### src/rtl/arb_types.sv
// Shared types and constants for the L1-to-memory burst arbiter.
package arb_types;

    localparam int LINE_W = 256;
    localparam int BEAT_W = 64;
    localparam int ADDR_W = 32;
    localparam int BEATS  = LINE_W / BEAT_W;
    localparam int IDX_W  = $clog2(BEATS);
    localparam int OFFS_W = $clog2(LINE_W / 8);

    typedef logic [IDX_W-1:0] beat_idx_t;

    typedef enum logic [2:0] {
        IDLE = 3'd0,
        I_RD = 3'd1,
        D_RD = 3'd2,
        D_WR = 3'd3,
        DONE = 3'd4
    } arb_state_t;

    typedef enum logic {
        GRANT_I = 1'b0,
        GRANT_D = 1'b1
    } grant_t;

    // Clear the byte-offset bits so the memory always sees a line-aligned address.
    function automatic logic [ADDR_W-1:0] line_align(input logic [ADDR_W-1:0] addr);
        return addr & ~{{(ADDR_W-OFFS_W){1'b0}}, {OFFS_W{1'b1}}};
    endfunction

endpackage

### src/rtl/burst_line_buffer.sv
// One line register shared by fills and writebacks, with the beat counter.
module burst_line_buffer
    import arb_types::*;
(
    input  logic              clk,
    input  logic              rst,
    input  logic              load_i,
    input  logic [LINE_W-1:0] line_i,
    input  logic              wr_beat_i,
    input  logic [BEAT_W-1:0] beat_i,
    input  logic              step_i,
    input  logic              clr_i,
    input  beat_idx_t         rd_idx_i,
    output logic [LINE_W-1:0] line_nxt_o,
    output logic [BEAT_W-1:0] rd_beat_o,
    output beat_idx_t         idx_o,
    output logic              last_o
);

    logic [LINE_W-1:0] line_q, line_d;
    beat_idx_t         idx_q, idx_d;

    // Merge the incoming beat into slice k and pick the next counter value.
    always_comb begin
        line_nxt_o = line_q;
        if (wr_beat_i) begin
            line_nxt_o[idx_q*BEAT_W +: BEAT_W] = beat_i;
        end else begin
            line_nxt_o = line_q;
        end
        if (load_i) begin
            line_d = line_i;
        end else begin
            line_d = line_nxt_o;
        end
        if (clr_i) begin
            idx_d = '0;
        end else if (step_i) begin
            idx_d = idx_q + beat_idx_t'(1);
        end else begin
            idx_d = idx_q;
        end
    end

    // Line and beat-counter registers.
    always_ff @(posedge clk or negedge rst) begin
        if (!rst) begin
            line_q <= '0;
            idx_q  <= '0;
        end else begin
            line_q <= line_d;
            idx_q  <= idx_d;
        end
    end

    assign rd_beat_o = line_q[rd_idx_i*BEAT_W +: BEAT_W];
    assign idx_o     = idx_q;
    assign last_o    = (idx_q == beat_idx_t'(BEATS-1));

endmodule

### src/rtl/cache_mem_arbiter_checker.sv
// Protocol checks on the cache-side request interface.
module cache_mem_arbiter_checker (
    input logic clk,
    input logic rst,
    input logic dcache_read,
    input logic dcache_write
);

    // A D-cache read and writeback together is illegal; the write is served.
    always @(posedge clk) begin
        if (rst) begin
            dcache_rw_excl: assert (!(dcache_read && dcache_write))
                else $warning("dcache_read and dcache_write both high; servicing the write");
        end
    end

endmodule

### src/rtl/cache_mem_arbiter.sv
// Arbitrates I/D line fills and D writebacks onto one 64-bit burst memory port.
module cache_mem_arbiter
    import arb_types::*;
(
    input  logic              clk,
    input  logic              rst,
    input  logic              icache_read,
    input  logic [ADDR_W-1:0] icache_address,
    output logic [LINE_W-1:0] icache_rdata,
    output logic              icache_resp,
    input  logic              dcache_read,
    input  logic              dcache_write,
    input  logic [ADDR_W-1:0] dcache_address,
    input  logic [LINE_W-1:0] dcache_wdata,
    output logic [LINE_W-1:0] dcache_rdata,
    output logic              dcache_resp,
    output logic              pmem_read,
    output logic              pmem_write,
    output logic [ADDR_W-1:0] pmem_address,
    output logic [BEAT_W-1:0] pmem_wdata,
    input  logic [BEAT_W-1:0] pmem_rdata,
    input  logic              pmem_resp
);

    arb_state_t        state_q, state_d;
    grant_t            grant_q, grant_d, last_grant_q, last_grant_d;
    logic              pmem_read_q, pmem_read_d, pmem_write_q, pmem_write_d;
    logic [ADDR_W-1:0] addr_q, addr_d;
    logic [BEAT_W-1:0] wdata_q, wdata_d;
    logic              iresp_q, iresp_d, dresp_q, dresp_d;
    logic [LINE_W-1:0] irdata_q, irdata_d, drdata_q, drdata_d;

    logic              buf_load_s, buf_wr_s, buf_step_s, buf_clr_s, buf_last_s;
    logic [LINE_W-1:0] buf_line_nxt_s;
    logic [BEAT_W-1:0] buf_rd_beat_s;
    beat_idx_t         buf_idx_s, buf_rd_idx_s;
    logic              d_req_s;

    burst_line_buffer u_buf (
        .clk        (clk),
        .rst        (rst),
        .load_i     (buf_load_s),
        .line_i     (dcache_wdata),
        .wr_beat_i  (buf_wr_s),
        .beat_i     (pmem_rdata),
        .step_i     (buf_step_s),
        .clr_i      (buf_clr_s),
        .rd_idx_i   (buf_rd_idx_s),
        .line_nxt_o (buf_line_nxt_s),
        .rd_beat_o  (buf_rd_beat_s),
        .idx_o      (buf_idx_s),
        .last_o     (buf_last_s)
    );

    cache_mem_arbiter_checker u_chk (
        .clk          (clk),
        .rst          (rst),
        .dcache_read  (dcache_read),
        .dcache_write (dcache_write)
    );

    // Write bursts pre-fetch the slice after the one being accepted.
    assign buf_rd_idx_s = buf_idx_s + beat_idx_t'(1);
    assign d_req_s      = dcache_read | dcache_write;

    // Next-state and registered-output logic for the grant/burst sequence.
    always_comb begin
        state_d      = state_q;
        grant_d      = grant_q;
        last_grant_d = last_grant_q;
        pmem_read_d  = pmem_read_q;
        pmem_write_d = pmem_write_q;
        addr_d       = addr_q;
        wdata_d      = wdata_q;
        iresp_d      = 1'b0;
        dresp_d      = 1'b0;
        irdata_d     = irdata_q;
        drdata_d     = drdata_q;
        buf_load_s   = 1'b0;
        buf_wr_s     = 1'b0;
        buf_step_s   = 1'b0;
        buf_clr_s    = 1'b0;
        case (state_q)
            IDLE: begin
                if (d_req_s && (!icache_read || (last_grant_q == GRANT_I))) begin
                    grant_d    = GRANT_D;
                    addr_d     = line_align(dcache_address);
                    buf_load_s = 1'b1;
                    if (dcache_write) begin
                        state_d      = D_WR;
                        pmem_write_d = 1'b1;
                        wdata_d      = dcache_wdata[BEAT_W-1:0];
                    end else begin
                        state_d     = D_RD;
                        pmem_read_d = 1'b1;
                    end
                end else if (icache_read) begin
                    grant_d     = GRANT_I;
                    addr_d      = line_align(icache_address);
                    state_d     = I_RD;
                    pmem_read_d = 1'b1;
                end else begin
                    state_d = IDLE;
                end
            end
            I_RD, D_RD: begin
                if (pmem_resp) begin
                    buf_wr_s   = 1'b1;
                    buf_step_s = 1'b1;
                    if (buf_last_s) begin
                        state_d     = DONE;
                        pmem_read_d = 1'b0;
                        if (state_q == I_RD) begin
                            iresp_d  = 1'b1;
                            irdata_d = buf_line_nxt_s;
                        end else begin
                            dresp_d  = 1'b1;
                            drdata_d = buf_line_nxt_s;
                        end
                    end else begin
                        state_d = state_q;
                    end
                end else begin
                    state_d = state_q;
                end
            end
            D_WR: begin
                if (pmem_resp) begin
                    buf_step_s = 1'b1;
                    if (buf_last_s) begin
                        state_d      = DONE;
                        pmem_write_d = 1'b0;
                        wdata_d      = '0;
                        dresp_d      = 1'b1;
                    end else begin
                        wdata_d = buf_rd_beat_s;
                    end
                end else begin
                    state_d = D_WR;
                end
            end
            DONE: begin
                last_grant_d = grant_q;
                buf_clr_s    = 1'b1;
                state_d      = IDLE;
            end
            default: begin
                buf_clr_s    = 1'b1;
                pmem_read_d  = 1'b0;
                pmem_write_d = 1'b0;
                state_d      = IDLE;
            end
        endcase
    end

    // State, arbitration history and all output registers.
    always_ff @(posedge clk or negedge rst) begin
        if (!rst) begin
            state_q      <= IDLE;
            grant_q      <= GRANT_I;
            last_grant_q <= GRANT_I;
            pmem_read_q  <= 1'b0;
            pmem_write_q <= 1'b0;
            addr_q       <= '0;
            wdata_q      <= '0;
            iresp_q      <= 1'b0;
            dresp_q      <= 1'b0;
            irdata_q     <= '0;
            drdata_q     <= '0;
        end else begin
            state_q      <= state_d;
            grant_q      <= grant_d;
            last_grant_q <= last_grant_d;
            pmem_read_q  <= pmem_read_d;
            pmem_write_q <= pmem_write_d;
            addr_q       <= addr_d;
            wdata_q      <= wdata_d;
            iresp_q      <= iresp_d;
            dresp_q      <= dresp_d;
            irdata_q     <= irdata_d;
            drdata_q     <= drdata_d;
        end
    end

    assign icache_rdata = irdata_q;
    assign icache_resp  = iresp_q;
    assign dcache_rdata = drdata_q;
    assign dcache_resp  = dresp_q;
    assign pmem_read    = pmem_read_q;
    assign pmem_write   = pmem_write_q;
    assign pmem_address = addr_q;
    assign pmem_wdata   = wdata_q;

endmodule

### config.mk
export PLATFORM = sky130hd
export DESIGN_NAME = cache_mem_arbiter
export DESIGN_NICKNAME = d
export VERILOG_FILES = /design/src/rtl/arb_types.sv /design/src/rtl/burst_line_buffer.sv /design/src/rtl/cache_mem_arbiter_checker.sv /design/src/rtl/cache_mem_arbiter.sv
export SDC_FILE = /design/constraint.sdc
export NUM_CORES = 2
export LEC_CHECK = 0
export CAP_MARGIN = 0
export CORE_AREA = 2 2 392 394
export DETAILED_ROUTE_END_ITERATION = 16
export DIE_AREA = 0 0 394 396
export GPL_ROUTABILITY_DRIVEN = 0
export GPL_TIMING_DRIVEN = 0
export PLACE_DENSITY_LB_ADDON = 0.25
export SLEW_MARGIN = 20
export SYNTH_ARGS = -nofsm -noshare
export SYNTH_HDL_FRONTEND = slang
export SYNTH_SLANG_ARGS = --single-unit
### constraint.sdc
create_clock -name clk -period 3.7 [get_ports clk]
set_clock_uncertainty 0.05 [all_clocks]
set_input_delay 1.11 -clock clk [delete_from_list [all_inputs] [get_ports clk]]
set_output_delay 1.11 -clock clk [all_outputs]
set_load 0.01 [all_outputs]
Word-level counts from Yosys, hierarchy flattened --
Cells that the tools add are included. W data, S select, Z words.
Word-level totals: flip-flop bits (word level) 875, output and inout bits 612, word-level logic and storage cells 99
Operators by class: add/sub/neg operators 2, shift operators 3, equal/unequal tests 14, multiplexer cells 45, bitwise logic cells 5, reduce and logical (&&, ||, !) cells 17
Operators with widths (number):
- $mux W256 | 2
- $bwmux W256 | 1
- $mux W64 | 4
- $shift A64 B34 Y256 const A | 1
- $shiftx A256 B9 Y64 | 1
- $shiftx A64 B34 Y256 | 1
- $pmux W64 S2 | 1
- $mux W32 | 2
- $neg A8 Y34 | 1
- $mux W1 | 25
- $mux W3 | 4
- $ne A2 B2 Y1 const B | 6
- $reduce_and A4 Y1 | 3
- $reduce_and A5 Y1 | 2
- $pmux W3 S3 | 1
- $eq A3 B2 Y1 const B | 2
- $ne A3 B3 Y1 const B | 2
- $pmux W1 S3 | 2
- $reduce_or A3 Y1 | 2
- $mux W2 | 2
- $not A1 Y1 | 4
- $reduce_bool A2 Y1 | 2
- $reduce_or A2 Y1 | 2
- $reduce_or A4 Y1 | 1
- 12 further kinds | 12

Depth between registers and ports, before layout --
depth after elaboration 6, mapped depth 10, depth with buffers taken out 5

Hierarchy --
Synthesis repeated with hierarchy kept, for this count alone.
Unflattened totals: cell total of the unflattened synthesis 2878, area, all modules 40958.0 um^2
By module, submodules not included:
- cache_mem_arbiter | cells each 1611, times used 1, area each 24310.8 um^2
- burst_line_buffer | cells each 1267, times used 1, area each 16647.2 um^2

Worst setup path after synthesis --
No wires, ideal clock.
kind flip-flop to flip-flop, start register u_buf.idx_q[0] (netlist: u_buf.idx_o[0]), end register wdata_q[53] (netlist: pmem_wdata[53]), setup time 0.125 ns, clock period less this slack 2.604 ns, arrival 2.430 ns, path slack 1.096 ns, cell stages (with the launch flop) 11, cell sequence dfrtp_1 > buf_6 > buf_6 > inv_1 > ha_1 > buf_2 > buf_6 > clkbuf_1 > mux4_2 > a22o_1 > mux2_2
Between the ends: longest elaborated chain between the ends 5, elaborated cells between the ends (all ways) 6, those cells by class add/sub (1); eq/ne (1); shift (1); mux (3)
Ends and longest elaborated chain:
- start: declaration | RTL line burst_line_buffer.sv:21 | beat_idx_t idx_q, idx_d;
- start signal: assignment | RTL line burst_line_buffer.sv:52 | idx_q <= idx_d;
- $add A2 B1 Y2 | RTL line cache_mem_arbiter.sv:63 | assign buf_rd_idx_s = buf_idx_s + beat_idx_t'(1);
- $shiftx A256 B9 Y64 | RTL line burst_line_buffer.sv:56 | assign rd_beat_o = line_q[rd_idx_i*BEAT_W +: BEAT_W];
- $mux W64 (*) | RTL line cache_mem_arbiter.sv:130 | if (buf_last_s) begin
- $mux W64 (*) | RTL line cache_mem_arbiter.sv:128 | if (pmem_resp) begin
- $pmux W64 S2 (*) | RTL line cache_mem_arbiter.sv:83 | case (state_q)
- end signal: assignment | RTL line cache_mem_arbiter.sv:177 | wdata_q <= wdata_d;
- end: declaration | RTL line cache_mem_arbiter.sv:29 | logic [BEAT_W-1:0] wdata_q, wdata_d;
Mark *: on every way between the ends. The rest lies on a longest branch, timed or not. The select of a mux whose other input is x is not followed. A chain may end at the register's enable or synchronous reset.

Worst setup path in the final report --
start register u_buf.idx_q[0] (netlist: u_buf.idx_o[0]), end register u_buf.line_q[44]
Between the ends: longest elaborated chain between the ends 5, elaborated cells between the ends (all ways) 6, those cells by class add/sub (1); shift (2); mux (3)
Ends and longest elaborated chain:
- $neg A8 Y34 (*) | RTL line burst_line_buffer.sv:27 | line_nxt_o[idx_q*BEAT_W +: BEAT_W] = beat_i;
- $shiftx A64 B34 Y256 or $shift A64 B34 Y256 (tied branches) | RTL line burst_line_buffer.sv:27
- $bwmux W256 (*) | RTL line burst_line_buffer.sv:27
- $mux W256 (*) | RTL line burst_line_buffer.sv:26 | if (wr_beat_i) begin
- $mux W256 (*) | RTL line burst_line_buffer.sv:31 | if (load_i) begin
- named net u_buf.line_d[44] | RTL line burst_line_buffer.sv:20 | logic [LINE_W-1:0] line_q, line_d;
- end signal: assignment | RTL line burst_line_buffer.sv:51 | line_q <= line_d;
- end: declaration | RTL line burst_line_buffer.sv:20
Mark *: on every way through the listed nets, which the timed path passes. The rest lies on a longest branch.

==> results.sh <==
export IMPL_synthXorXnorAreaFrac=0.000858
export IMPL_layout_commonest_cell="clkdlybuf4s50_1"
export IMPL_grt_pass1_vias=41148
export IMPL_power_leakage_nw=21.1
export IMPL_power_total_mw=63.1
export IMPL_die_w_um=394
export IMPL_max_freq_mhz=274
export IMPL_internal_power_mw=33.1
export IMPL_clk_pin_slew_ns=0.06
export IMPL_cts_max_path_buffers=3
export IMPL_synth_async_reset_ratio=1.00
export IMPL_p_switching_mw=30.1
export IMPL_drt_wl_total_mm=263
export IMPL_preCtsSetupSlack_ns=-0.685
export IMPL_synth_cell_types=44
export IMPL_maxCapViolCount=0
export IMPL_cts_tree="yes"
export IMPL_critPathMaxFanout=10
export IMPL_drv_slew=0
export IMPL_synth_mux_area_frac=0.0626
export IMPL_drt_iter0_drc=5483
export IMPL_synth_flop_cell="dfrtp_1"
export IMPL_grt_max_degree=136
export IMPL_drcViolationCount=0
export IMPL_io_pins=1002
export IMPL_fill_cells=15343
export IMPL_mostFrequentLayoutCells="clkdlybuf4s50_1, dfrtp_1, a31oi_1, a21oi_1, nand4_1"
export IMPL_yosys_register_bits=870
export IMPL_fin_worst_hold_slack_ns=0.197
export IMPL_wl_met3_mm=29.6
export IMPL_nets=5268
export IMPL_worstPathRequired_ns=4.29
export IMPL_insertion_delay_ns=0.73
export IMPL_cp_arrival_ns=4.24
export IMPL_synth_simple_gate_area_frac=0.0867
export IMPL_switching_share=0.476
export IMPL_met2_length_mm=115
export IMPL_synth_edf_count=0
export IMPL_start_util=0.260
export IMPL_synth_top_family_by_area="compound AO/OA/AOI/OAI gates"
export IMPL_fin_util=0.368
export IMPL_regArea_um2=21800
export IMPL_num_rows=143
export IMPL_synth_area_per_cell_um2=10.5
export IMPL_tightest_slew_ns=1.16
export IMPL_p_per_area_nw_per_um2=1130
export IMPL_fp_coreArea_um2=152000
export IMPL_fin_ws_ns=0.0534
export IMPL_grt_pass1_wl_mm=353
export IMPL_ir_drop_mv=0.542
export IMPL_hpwl_mm=200
export IMPL_track_usage=0.324
export IMPL_worstSetupPathType="reg -> reg"
export IMPL_synth_seq_area_share=0.553
export IMPL_p_comb_frac=0.539
export IMPL_antenna_left=0
export IMPL_hold_path_class="in -> async"
export IMPL_viasPerCell=6.08
export IMPL_hold_viol=0
export IMPL_syn_area_um2=39400
export IMPL_maxUsedRoutingLayer="met5"
export IMPL_fin_cells=7023
export IMPL_rsz0062_at_grt="false"
export IMPL_outcome="finished clean"
export IMPL_start_kind="flop"
export IMPL_synthAdderAreaFrac=0.00191
export IMPL_dr_pass1_iters=6
export IMPL_num_vias=42677
export IMPL_fin_crit_sh=0.986
export IMPL_wl_per_cell_um=37.4
export IMPL_multiInputGateArea_um2=15400
export IMPL_dieArea_um2=156000
export IMPL_die_y_um=396
export IMPL_cts_buffers=101
export IMPL_endpoint_kind="flop"
export IMPL_htree_levels=3
export IMPL_clockPowerShare=0.164
export IMPL_yosysWarningCount=0
export IMPL_p_seq_frac=0.296
export IMPL_syn_to_final_growth_pct=41.5
export IMPL_drive_gt1_frac=0.107
export IMPL_cts_sinks=870
export IMPL_slew_headroom=0.228
export IMPL_root_buffer="clkbuf_16"
export IMPL_placedCellCount=6795
export IMPL_postSynthCellCount=3760
export IMPL_finalSetupViolCount=0
export IMPL_antenna_found_initial=62
export IMPL_synth_compound_area_share=0.238
export IMPL_grt_overflow=0
export IMPL_io_buffers=986
export IMPL_min_period_ns=3.65
export IMPL_wl_met1_mm=98.3
-- state kept, by name, indices dropped and copies added (netlist names) --
signal	count
pmem_read	1
pmem_address	27
icache_resp	1
dcache_resp	1
last_grant_q	1
pmem_wdata	64
u_buf.idx_o	2
icache_rdata	256
pmem_write	1
u_buf.line_q	256
state_q	3
dcache_rdata	256
grant_q	1
-- final timing paths --
kind	startpoint	to	slack, ns	depth (start not counted)
hold / removal	rst	pmem_address[24]	0.20	1
setup / recovery	u_buf.idx_o[0]	u_buf.line_q[44]	0.05	10
setup reg to reg	u_buf.idx_o[0]	u_buf.line_q[44]	0.05	10
hold reg to reg	grant_q	grant_q	0.45	2
min in group clk	grant_q	grant_q	0.45	2
max in group asynchronous	rst	u_buf.line_q[157]	1.20	4
-- power by group through the flow --
stage	clock, mW	combinational [mW]	sequential, mW
after floorplan	0	13.7	18.4
after global placement	0	32.9	18.7
after detailed placement	0	33.2	18.6
after CTS	10.4	33.4	18.5
after global routing	10.8	35.5	18.9
final	10.4	34.0	18.7
-- repair_timing --
item                       4_1_cts  5_1_grt
setup endpoints to repair      117      266
hold buffers                     0        0
pin swaps                        1        1
setup buffers                    3        1
resized for setup                4       25
-- kinds of logic after synthesis --
group                      Yosys count
and+or+nand+nor                    591
muxes                              158
AOI/OAI and AO/OA                 1633
buffers and inverters              498
xor gates and xnor gates             3
other                                1
adders and majority gates            6
DFF                                870
-- cell usage after synthesis (7+ instances only) --
cell / number / area share
buf_4: 41 / 0.0078
and3b_1: 8 / 0.0018
nor3_1: 259 / 0.033
a21oi_1: 534 / 0.068
a31oi_1: 733 / 0.12
nand4_1: 291 / 0.046
buf_6: 7 / 0.0020
mux2i_1: 29 / 0.0074
o21ai_1: 21 / 0.0027
dfrtp_1: 870 / 0.55
mux2_2: 65 / 0.019
inv_1: 40 / 0.0038
buf_2: 138 / 0.018
mux4_2: 64 / 0.037
a22o_1: 65 / 0.014
o21ai_0: 272 / 0.035
buf_1: 21 / 0.0020
clkbuf_1: 249 / 0.024
-- through the flow --
step	instance area (µm²)	setup TNS (ns)
after CTS	55600	0
after detailed placement	52200	-180.38
after floorplan	39400	0
after global routing	55700	0
final	55700	0
after global placement	51800	-
-- layout make-up --
type,count,area share
Antenna cell,43,0.00193
Inverter,40,0.00270
Buffer,458,0.0385
Clock inverter,40,0.00786
Sequential cell,870,0.391
Tap cell,2030,0.0456
Clock buffer,141,0.0520
Multi-Input combinational cell,2396,0.276
Timing Repair Buffer,1005,0.185
-- critical path: stages, from the launching register on --
cell,delay [ns]
dfrtp_1,0.43
buf_6,0.21
buf_6,0.19
inv_1,0.16
ha_1,0.17
buf_2,0.21
and3b_1,0.18
clkbuf_2,0.62
clkbuf_1,0.64
nand4_1,0.39
a31oi_1,0.27
-- metal layers --
metal,up-vias,global-route usage
met1,21532,0.395
met4,14,0.214
met3,757,0.109
met5,-,0.00770
met2,3386,0.487
li1,16988,-
Note: power is estimated with default switching activity, not from simulation.
